===== src/rtl/wb_tlc_mwr.sv =====
// Wishbone slave that turns single posted writes into PCIe MWr32 TLPs (3DW header, 1DW payload).
// Reads are refused with wb_err_o; the TX side is a two-beat 64-bit stream granted by tx_rdy.
module wb_tlc_mwr #(
  parameter logic [31:0] c_PCIE_BASE = 32'h0000_0000,
  parameter logic [2:0]  c_TC        = 3'd0
) (
  input  logic        clk_125,
  input  logic        rst,
  input  logic [31:0] wb_adr_i,
  input  logic [31:0] wb_dat_i,
  input  logic [3:0]  wb_sel_i,
  input  logic        wb_we_i,
  input  logic        wb_stb_i,
  input  logic        wb_cyc_i,
  output logic        wb_ack_o,
  output logic        wb_err_o,
  output logic [31:0] wb_dat_o,
  input  logic [15:0] comp_id,
  input  logic        tx_rdy,
  output logic        tx_req,
  output logic [63:0] tx_data,
  output logic        tx_st,
  output logic        tx_end,
  output logic        tx_dwen
);

  typedef enum logic [2:0] {
    IDLE  = 3'd0,
    REQ   = 3'd1,
    BEAT0 = 3'd2,
    BEAT1 = 3'd3,
    ACK   = 3'd4
  } state_t;

  // Handshake: a Wishbone request is taken in IDLE when cyc & stb are high; it is
  // answered by one ack cycle (write) or one err cycle (read). On the TX side tx_req
  // is held until tx_rdy is sampled high, after which both beats go out back to back.
  state_t      state;
  logic [21:0] adr_q;
  logic [31:0] dat_q;
  logic [3:0]  sel_q;
  logic [7:0]  tag;

  logic [3:0]  first_be;
  logic [31:0] dw0;
  logic [31:0] dw1;
  logic [31:0] dw2;
  logic [31:0] payload;

  // Only dword-aligned address bits [23:2] reach the TLP; the rest are dropped.
  logic unused_bits;
  assign unused_bits = &{1'b0, wb_adr_i[31:24], wb_adr_i[1:0], c_PCIE_BASE[23:0]};

  assign first_be = {sel_q[0], sel_q[1], sel_q[2], sel_q[3]};
  assign dw0      = {1'b0, 2'b10, 5'b00000, 1'b0, c_TC, 4'b0000, 1'b0, 1'b0,
                     2'b00, 2'b00, 10'd1};
  assign dw1      = {comp_id, tag, 4'b0000, first_be};
  assign dw2      = {c_PCIE_BASE[31:24], adr_q, 2'b00};
  assign payload  = {dat_q[7:0], dat_q[15:8], dat_q[23:16], dat_q[31:24]};

  assign wb_dat_o = 32'h0000_0000;
  assign tx_dwen  = 1'b0;

  // Outputs are registered and set on the edge that enters the state they belong to.
  always_ff @(posedge clk_125) begin
    if (rst) begin
      state    <= IDLE;
      tag      <= 8'h00;
      adr_q    <= '0;
      dat_q    <= '0;
      sel_q    <= '0;
      wb_ack_o <= 1'b0;
      wb_err_o <= 1'b0;
      tx_req   <= 1'b0;
      tx_st    <= 1'b0;
      tx_end   <= 1'b0;
      tx_data  <= '0;
    end else begin
      wb_ack_o <= 1'b0;
      wb_err_o <= 1'b0;
      tx_req   <= 1'b0;
      tx_st    <= 1'b0;
      tx_end   <= 1'b0;
      tx_data  <= '0;
      case (state)
        IDLE: begin
          if (wb_cyc_i && wb_stb_i) begin
            if (!wb_we_i) begin
              wb_err_o <= 1'b1;
            end else if (wb_sel_i != 4'b0000) begin
              adr_q  <= wb_adr_i[23:2];
              dat_q  <= wb_dat_i;
              sel_q  <= wb_sel_i;
              tx_req <= 1'b1;
              state  <= REQ;
            end else begin
              wb_ack_o <= 1'b1;
              state    <= ACK;
            end
          end
        end
        REQ: begin
          if (tx_rdy) begin
            tx_st   <= 1'b1;
            tx_data <= {dw0, dw1};
            state   <= BEAT0;
          end else begin
            tx_req <= 1'b1;
          end
        end
        BEAT0: begin
          // The grant covers the whole TLP, so tx_rdy is not rechecked here.
          tx_end  <= 1'b1;
          tx_data <= {dw2, payload};
          state   <= BEAT1;
        end
        BEAT1: begin
          tag      <= tag + 8'd1;
          wb_ack_o <= 1'b1;
          state    <= ACK;
        end
        ACK: begin
          state <= IDLE;
        end
        default: begin
          state <= IDLE;
        end
      endcase
    end
  end

endmodule


===== config.mk =====
export PLATFORM = sky130hd
export DESIGN_NAME = wb_tlc_mwr
export DESIGN_NICKNAME = d
export VERILOG_FILES = /design/src/rtl/wb_tlc_mwr.sv
export SDC_FILE = /design/constraint.sdc
export NUM_CORES = 1
export LEC_CHECK = 0
export CORE_MARGIN = 5
export CORE_UTILIZATION = 44
export DETAILED_ROUTE_END_ITERATION = 10
export PLACE_DENSITY_LB_ADDON = 0.08
export SLEW_MARGIN = 10
export SYNTH_ARGS = -nofsm -noshare
export SYNTH_HDL_FRONTEND = slang
export SYNTH_SLANG_ARGS = --single-unit

===== constraint.sdc =====
create_clock -name clk_125 -period 2.14 [get_ports clk_125]
set_clock_uncertainty 0.2 [all_clocks]
set_input_delay 0.214 -clock clk_125 [delete_from_list [all_inputs] [get_ports clk_125]]
set_output_delay 0.214 -clock clk_125 [all_outputs]
set_load 0.02 [all_outputs]

==> results of run 1 <==
state kept, by name, summed over array words and instances (netlist names):
register  count
tx_req        1
tag           8
tx_end        1
wb_err_o      1
wb_ack_o      1
tx_data      55
dat_q        32
state         3
adr_q        22
sel_q         4
tx_st         1
placed cells by master (no fill, tap or decap), drive strengths merged, types with 7 or more instances in the layout:
cell type,n
nand2b,118
clkdlybuf4s50,139
mux2i,59
dfxtp,129
nor2,7
a22o,28
conb,41
and2,26
clkbuf,19
a21oi,8
buf,8
critical path, stage by stage, from the launching register on:
cell      delay, ns
dfxtp_1        0.49
nand3b_1       0.29
nor4_1         0.46
mux2_2         0.38
cells by family after synthesis:
logic type | Yosys count
simple gates | 175
fa+ha+maj | 1
flops | 129
compound gates | 41
xor+xnor | 2
mux | 60
buf+inv | 75
other cells | 1
Yosys cell counts (2+ instances only):
library cell,number
a21oi_1,8
a22o_1,28
and2_1,26
buf_2,8
buf_4,46
buf_8,2
clkbuf_1,15
dfxtp_1,129
inv_1,2
mux2i_1,59
nand2_1,3
nand2b_1,118
nand3b_1,3
nor2_1,6
o21ai_0,2
o31ai_1,2
or3_1,4
or4_1,2
routing by layer:
layer / up-vias / global-route usage (%)
li1: 1792 / -
met1: 1643 / 20.4
met2: 126 / 24.0
met3: 8 / 6.06
met4: 0 / 5.59
met5: - / 0
worst paths after layout:
path / start / to / cells past startpoint
max: state[1]$_SDFFE_PP0P_ / tag[7]$_SDFFE_PP0P_ / 3
min: rst / state[2]$_SDFFE_PP0P_ / 3
max reg2reg: state[1]$_SDFFE_PP0P_ / tag[7]$_SDFFE_PP0P_ / 3
min reg2reg: adr_q[11]$_SDFFE_PP0P_ / tx_data[45]$_SDFF_PP0_ / 1
power breakdown:
part	total, W	leakage [nW]	internal (W)	switching (W)
clock	0.00284	0.276	0.00184	0.000997
sequential	0.00248	1.04	0.00245	0.0000240
combinational	0.000450	1.34	0.000242	0.000208
final cells by class:
| type | count | area (um^2) | share of cell area [%] |
|---|---|---|---|
| Inverter | 2 | 7.51 | 0.106 |
| Tap cell | 143 | 179 | 2.53 |
| Multi-Input combinational cell | 320 | 2230 | 31.6 |
| Sequential cell | 129 | 2580 | 36.5 |
| Clock buffer | 19 | 443 | 6.26 |
| Clock inverter | 11 | 140 | 1.98 |
| Timing Repair Buffer | 147 | 1490 | 21.0 |
stage by stage:
stage,area (um^2),util (%),std cells,hold slack (ns),power [W]
6_report,7070,61.7,771,0.131,0.00576
5_1_grt,7070,61.7,771,0.151,0.00600
4_1_cts,7070,61.7,771,0.111,0.00583
3_5_place_dp,6490,56.6,741,0.241,0.00298
3_3_place_gp,6490,56.6,741,0.237,0.00297
2_1_floorplan,5310,-,524,0.0922,0.00283
==> metrics.txt, run 1 <==
M1 WL 5.18 mm; fin worst setup slack 0.213 ns; Clk Latency, worst-skew pair 0.40 ns; Die Ht 118 um; final wirelength 11.1 mm; DIE AREA 0.0140 mm^2; post-synth top area cell dfxtp_1; # resized after CTS 0; Synth Area in Compound Gates 6.14%; Cells after Synth 484; Yosys warning count 0; Synth Flop Type dfxtp_1; CTS Root Cell clkbuf_16; initial antenna violation count 0; minimum clock period after layout 1.93 ns; drt initial violations 160; mean area per synthesized cell 10.7 um^2; post-synthesis mux area share 11.7%; Pwr Density 815 mW/mm^2; Hold Path Class primary input to flip-flop; final setup violation count 0; Slew Limit Fails 0; post-synthesis sequential area ratio 50.1%; depth of the CTS H-tree 4; gr usage total 15.7%; TritonCTS clock tree done; CTS Buffer Depth 2; Synth Area in XOR/XNOR 0.340%; layout cells sized above 1 7.01%; Rows 39; peak supply drop 576 uV; met2 wire len 5.01 mm; crit end category flip-flop; Worst Path Arrival 2.01 ns; Max Cap Violations 0; Area growth, synth to finish 37.1%; clk slew on worst S/H paths 0.06 ns; I/O Pins 192; Congestion Overflow GR 0; top sig layer met4; Vias/cell 4.63; first-pass GRT wire length 17.9 mm; Post-synth EDFFs 0; Required @ worst endpoint 2.23 ns; post-route ant nets 0; vias 3,569; RSZ-0062 raised after global routing false; critical path class flip-flop to flip-flop; outcome completed; f_max 519 MHz; core area 0.0115 mm^2; largest family of logic cells by synthesized area simple AND/OR/NAND/NOR gates; dpl ws 0.00237 ns; Hold Vio Cnt, Final 0; Yosys reg bits 129; simple-gate share of the synthesized area 21.9%; Cell variety after synth 39; vias in the first global route 3,576; wire length per cell 14.5 um; setup repair bufs after CTS 0; die span in x 118 um; # clock sinks 129; Area contributors post-synth dfxtp_1, nand2b_1, mux2i_1; r2r setup slk 0.21 ns; Hold Buf Count CTS 0; Synth top area share 50.1%; number of buffers created by CTS 17; Max FO, Critical Path 9; RD Place Congestion 0.754; Synth Area in Adders 0.243%; Antenna diodes 0; DP HPWL 7.23 mm; Nets 708; Leak 2.66 nW; drt drc 0; Starting Density 45.0%; largest net degree at the start of global routing 127; fraction of registers with async set/reset 0%; Buffers on Ports 140; Cell Area, Synth 0.00516 mm^2; total negative slack 0 ns; total iterations of the first detailed-routing run 4; period utilisation layout 90.1%; met3 WL post-DR 862 um; # fillers 961; crit path launch type flip-flop
(Power assumes the default switching activity.)
==> run 2: changes to the inputs <==
- CAP_MARGIN: not set -> 40
==> results of run 2 <==
Same layout as run 1: the final DEF is identical, and so are final timing and power.
